--- src/rtl/hazard_interlock.sv ---
// hazard_interlock: scoreboard interlock beside DLX decode; raises RAW/WAW/FPU-structural
// stalls and flushes on taken branches resolved in EX.
module hazard_interlock #(
  parameter int LOAD_LAT = 1,
  parameter int FPU_LAT  = 4,
  parameter int CNT_W    = 3
) (
  input  logic       clk,
  input  logic       reset,
  input  logic       id_valid,
  input  logic [4:0] id_rs1,
  input  logic       id_rs1_fp,
  input  logic       id_rs1_used,
  input  logic [4:0] id_rs2,
  input  logic       id_rs2_fp,
  input  logic       id_rs2_used,
  input  logic [4:0] id_rd,
  input  logic       id_rd_fp,
  input  logic       id_reg_we,
  input  logic       id_is_load,
  input  logic       id_is_fpu,
  input  logic       ex_branch_taken,
  output logic       stall,
  output logic       flush_ifid,
  output logic       flush_idex,
  output logic       fpu_busy
);
  logic [CNT_W-1:0] sb_q [64];
  logic [CNT_W-1:0] sb_d [64];
  logic [CNT_W-1:0] fpu_cnt_q, fpu_cnt_d, lat;
  logic [5:0] rs1_idx, rs2_idx, rd_idx;
  logic rs1_hit, rs2_hit, rd_sb, raw, waw, struct_hz, issue;
  assign rs1_idx = {id_rs1_fp, id_rs1};
  assign rs2_idx = {id_rs2_fp, id_rs2};
  assign rd_idx  = {id_rd_fp, id_rd};
  assign lat = id_is_fpu ? CNT_W'(FPU_LAT) : id_is_load ? CNT_W'(LOAD_LAT) : '0;
  // GPR R0 is hardwired zero: never a hazard source, never tracked as a destination
  assign rs1_hit = id_rs1_used & (id_rs1_fp | (id_rs1 != 5'd0)) & (sb_q[rs1_idx] != '0);
  assign rs2_hit = id_rs2_used & (id_rs2_fp | (id_rs2 != 5'd0)) & (sb_q[rs2_idx] != '0);
  assign rd_sb = id_rd_fp | (id_rd != 5'd0);
  assign raw = rs1_hit | rs2_hit;
  assign waw = id_reg_we & rd_sb & (sb_q[rd_idx] > lat);
  assign struct_hz = id_is_fpu & (fpu_cnt_q != '0);
  assign stall = id_valid & ~ex_branch_taken & (raw | waw | struct_hz);
  assign flush_ifid = ex_branch_taken;
  assign flush_idex = ex_branch_taken | stall;
  assign issue = id_valid & ~stall & ~ex_branch_taken;
  assign fpu_busy = fpu_cnt_q != '0;
  always_comb begin
    for (int i = 0; i < 64; i++) sb_d[i] = (sb_q[i] != '0) ? sb_q[i] - CNT_W'(1) : sb_q[i];
    if (issue & id_reg_we & rd_sb) sb_d[rd_idx] = lat;
    fpu_cnt_d = (issue & id_is_fpu) ? CNT_W'(FPU_LAT - 1) :
                (fpu_cnt_q != '0) ? fpu_cnt_q - CNT_W'(1) : fpu_cnt_q;
  end
  always_ff @(posedge clk or posedge reset) begin
    if (reset) begin
      for (int i = 0; i < 64; i++) sb_q[i] <= '0;
      fpu_cnt_q <= '0;
    end else begin
      sb_q <= sb_d;
      fpu_cnt_q <= fpu_cnt_d;
    end
  end
endmodule

--- config.mk ---
export PLATFORM = sky130hd
export DESIGN_NAME = hazard_interlock
export DESIGN_NICKNAME = d
export VERILOG_FILES = /design/src/rtl/hazard_interlock.sv
export SDC_FILE = /design/constraint.sdc
export NUM_CORES = 1
export LEC_CHECK = 0
export BUFFER_PORTS_ARGS = -buffer_cell sky130_fd_sc_hd__buf_4
export CAP_MARGIN = 20
export CORE_UTILIZATION = 45
export DETAILED_ROUTE_END_ITERATION = 12
export HOLD_SLACK_MARGIN = 0.12
export PLACE_DENSITY = 0.57
export REMOVE_ABC_BUFFERS = 1
export SLEW_MARGIN = 20
export SYNTH_ARGS = -nofsm -noshare
export SYNTH_HDL_FRONTEND = slang
export SYNTH_SLANG_ARGS = --single-unit
--- constraint.sdc ---
create_clock -name clk -period 8.05 [get_ports clk]
set_input_delay 0.805 -clock clk [delete_from_list [all_inputs] [get_ports clk]]
set_output_delay 0.805 -clock clk [all_outputs]
set_load 0.02 [all_outputs]
==> summary.md <==
| Metric | Value |
|---|---|
| Cell at the root of the clock tree | `sky130_fd_sc_hd__clkbuf_16` |
| Largest area contributor in the netlist | `sky130_fd_sc_hd__dfrtp_1` |
| Number of enable-type register cells in the synthesized netlist | `0` |
| DP Area | `approximately 0.017 mm^2` |
| Routability-driven placement congestion ratio | `roughly 0.95` |
| Biggest fanout along the worst timing path | `29` |
| Slew of the pin with the lowest slew margin | `approximately 1200 ps` |
| Synthesized area divided by synthesized cell count | `about 9.5 um^2` |
| Antenna violations before repair | `0` |
| Signal arrival time at the worst endpoint | `between 5000 and 6000 ps` |
| Post-route DRC | `0` |
| Number of placed instances, taps included | `roughly 2,100` |
| Post-synth top cells | `sky130_fd_sc_hd__inv_1, sky130_fd_sc_hd__ha_1, sky130_fd_sc_hd__dfrtp_1` |
| Post-route fraction of the period consumed by the critical path | `0.761` |
| Worst rel slew slack | `0.198` |
| Total Negative Setup Slacks | `0 ps` |
| Number of gates resized after CTS | `0` |
| Combined area of all synthesized cells | `roughly 0.016 mm^2` |
| Signed area change from the synthesized netlist to the final layout | `6.88%` |
| Starting density of the core | `0.462` |
| Vias in the first global route | `roughly 13,000` |
| Synthesized flop and latch total | `approximately 200` |
| Non-filler cells, final | `between 2,000 and 2,500` |
| Max-slew violation total from the final report | `0` |
| Total number of vias | `between 10,000 and 15,000` |
| Worst-case clock skew | `~15 ps` |
| Die Span X | `between 150 and 200 um` |
| Peak supply drop | `around 190 uV` |
| Ports placed on the boundary | `31` |
| First-pass detailed-route iteration total | `8` |
| Area fraction of the dominant cell type after synthesis | `0.304` |
| Sort of element at the end of the critical path | `primary output` |
| Half-perimeter wire length after detailed placement | `about 35,000 um` |
| Clk pin slew, worst setup/hold paths | `roughly 70 ps` |
| Area contributors post-synth | `sky130_fd_sc_hd__dfrtp_1, sky130_fd_sc_hd__ha_1, sky130_fd_sc_hd__inv_1` |
| Required time worst endpoint | `slightly above 7000 ps` |
| Clock buffer count from CTS | `17` |
| Wire length of the first global-routing pass | `between 70,000 and 80,000 um` |
| Synth warn | `0` |
| H-tree Lvls | `4` |
| Hold buffer count at CTS | `0` |
| Register area share after synthesis | `0.304` |
| Most used DFF post-synth | `sky130_fd_sc_hd__dfrtp_1` |
| Die Y-Extent | `~190 um` |
| Number of vias per cell after detailed routing | `6.08` |
| Number of buffers inserted by port buffering | `30` |
| Area of the die | `approximately 0.036 mm^2` |
| Iteration-0 DRC count of the detailed router | `1,518` |
| Pin count of the biggest net entering global routing | `127` |
| Leakage power summed over all cells | `between 8 and 9 nW` |
| Number of max-cap violations | `0` |
| Unique masters post-synth | `74` |
| Async SR Flop Fraction | `1.00` |
| Worst setup SP type | `input port` |
| Setup Fix Bufs, Post-CTS | `0` |
| F_max | `~160 MHz` |
| Antenna Violating Nets Remaining | `0` |
| Total power density per cell area | `between 300 and 400 mW/mm^2` |
| WL per Instance | `between 20 and 25 um` |
| Sinks on Clock Net | `195` |
| Count of antenna diodes in the layout | `0` |
| Worst Path Class, Setup | `input port to primary output` |
| Total detailed-routing wirelength | `50,300 um` |
| Total Nets Final | `1,891` |
| Most instantiated library cell after synthesis | `sky130_fd_sc_hd__inv_1` |
| TritonCTS clock tree | `yes` |
| Fraction of final layout cells sized beyond drive strength 1 | `0.136` |
| Worst-case clock buffer depth | `2` |
| Worst-Skew Late Latency | `approximately 460 ps` |
| Final Hold Violating Endpoints | `0` |
| Final design area excluding fillers | `approximately 0.017 mm^2` |
| Final period demand of the worst path | `6120 ps` |
| Count of filler cells inserted in the layout | `roughly 3,200` |
| Overall global routing resource usage | `0.290` |
| # setup viols final | `0` |
| Class of the worst hold path | `input port to async pin` |
| Result of the run | `complete, no violations` |
| Core region area | `roughly 0.035 mm^2` |
| Congestion Overflow GR | `0` |
| Synth Instances | `about 1,700` |
| Row count | `around 70` |
| Unrepaired setup endpoints after global routing | `no` |
[kinds of logic (layout without fill, tap and decap cells)]
| family | Yosys count | count (layout) | share of synthesized area |
|---|---|---|---|
| XOR/XNOR | 65 | 65 | 0.0354 |
| adder cells (fa/ha/maj) | 196 | 196 | 0.153 |
| AND/OR/NAND/NOR | 417 | 417 | 0.143 |
| AO/OA/AOI/OAI | 263 | 263 | 0.112 |
| multiplexers | 197 | 197 | 0.165 |
| buffers and inverters | 350 | 347 | 0.0888 |
| flip-flops | 195 | 195 | 0.304 |
[placed cells by master (no fill, tap or decap), types with 4 or more instances in the layout]
cell type	instances
sky130_fd_sc_hd__a211oi_1	9
sky130_fd_sc_hd__a21oi_1	31
sky130_fd_sc_hd__a221oi_1	14
sky130_fd_sc_hd__a22o_1	10
sky130_fd_sc_hd__a22oi_1	50
sky130_fd_sc_hd__a31oi_1	21
sky130_fd_sc_hd__and2_1	63
sky130_fd_sc_hd__and3_1	23
sky130_fd_sc_hd__buf_4	50
sky130_fd_sc_hd__clkbuf_1	4
sky130_fd_sc_hd__clkbuf_16	17
sky130_fd_sc_hd__clkinv_4	5
sky130_fd_sc_hd__dfrtp_1	195
sky130_fd_sc_hd__ha_1	196
sky130_fd_sc_hd__inv_1	264
sky130_fd_sc_hd__mux2_2	73
sky130_fd_sc_hd__mux2i_1	78
sky130_fd_sc_hd__mux4_2	44
sky130_fd_sc_hd__nand2_1	88
sky130_fd_sc_hd__nand3_1	55
sky130_fd_sc_hd__nand3_4	10
sky130_fd_sc_hd__nand4_1	15
sky130_fd_sc_hd__nor2_1	53
sky130_fd_sc_hd__nor2b_1	6
sky130_fd_sc_hd__nor3_1	50
sky130_fd_sc_hd__nor3b_1	5
sky130_fd_sc_hd__nor4_1	11
sky130_fd_sc_hd__o211ai_1	4
sky130_fd_sc_hd__o21ai_0	73
sky130_fd_sc_hd__o31ai_1	5
sky130_fd_sc_hd__or2_2	4
sky130_fd_sc_hd__or3_1	4
sky130_fd_sc_hd__xor2_1	63
[worst max-delay path, stage by stage]
cell	delay, ps
sky130_fd_sc_hd__buf_4	330
sky130_fd_sc_hd__nor2b_1	260
sky130_fd_sc_hd__and2_0	800
sky130_fd_sc_hd__buf_4	350
sky130_fd_sc_hd__a22oi_1	90
sky130_fd_sc_hd__a31oi_1	280
sky130_fd_sc_hd__a21oi_1	90
sky130_fd_sc_hd__nand2_1	100
sky130_fd_sc_hd__nor4_1	60
sky130_fd_sc_hd__ha_1	320
sky130_fd_sc_hd__nor2_1	50
sky130_fd_sc_hd__a41oi_1	160
sky130_fd_sc_hd__o211ai_1	110
sky130_fd_sc_hd__or4b_4	580
sky130_fd_sc_hd__a2111oi_4	320
sky130_fd_sc_hd__nand2_1	230
sky130_fd_sc_hd__a21o_1	230
sky130_fd_sc_hd__buf_4	150
[final cells by class]
class                           instances  area, um^2  area share
Clock buffer                           21         440      0.0256
Clock inverter                         10        81.3     0.00474
Inverter                              266        1010      0.0586
Multi-Input combinational cell       1138        9820       0.572
Sequential cell                       195        4880       0.284
Tap cell                              455         569      0.0332
Timing Repair Buffer                   50         375      0.0219
[registers in the layout, indices dropped and copies added (netlist names)]
name and cells:
fpu_cnt_q 3, sb_q 192
[stage by stage]
| stage | hold WS [ps] | power (mW) | worst slack (ps) | utilization |
|---|---|---|---|---|
| after floorplan | 482 | 3.58 | 1470 | - |
| after global placement | 508 | 4.26 | 2150 | 0.478 |
| after detailed placement | 515 | 4.33 | 1980 | 0.478 |
| after CTS | 535 | 5.17 | 1980 | 0.493 |
| after global routing | 556 | 5.66 | 1660 | 0.493 |
| final | 452 | 5.17 | 1930 | 0.493 |
[layer usage]
layer	up-vias	share of wire	GRT usage
met2	715	0.45	0.456
met1	6313	0.42	0.387
met3	167	0.091	0.0565
met5	-	0	0
li1	5785	-	-
met4	0	0.040	0.125
[power by group]
| group | total, mW | switching [mW] | internal [mW] | leakage [nW] |
|---|---|---|---|---|
| Clock | 0.810 | 0.413 | 0.398 | 0.248 |
| Sequential | 1.90 | 0.546 | 1.35 | 2.45 |
| Combinational | 2.46 | 1.29 | 1.17 | 5.52 |
| Total | 5.17 | 2.25 | 2.92 | 8.21 |
[final timing paths]
check                                          from                        to  slack (ps)  cells after the start
setup / recovery                           id_rd[0]                flush_idex        1930                     18
hold / removal                                reset       sb_q[172]$_DFF_PP0_         450                      2
setup reg to reg                  sb_q[0]$_DFF_PP0_       sb_q[131]$_DFF_PP0_        3490                     15
hold reg to reg            fpu_cnt_q[1]$_DFFE_PP0P_  fpu_cnt_q[1]$_DFFE_PP0P_         530                      2
max in group asynchronous                     reset        sb_q[48]$_DFF_PP0_        6180                      3
min in group clk           fpu_cnt_q[1]$_DFFE_PP0P_  fpu_cnt_q[1]$_DFFE_PP0P_         530                      2
(Power assumes the default switching activity.)
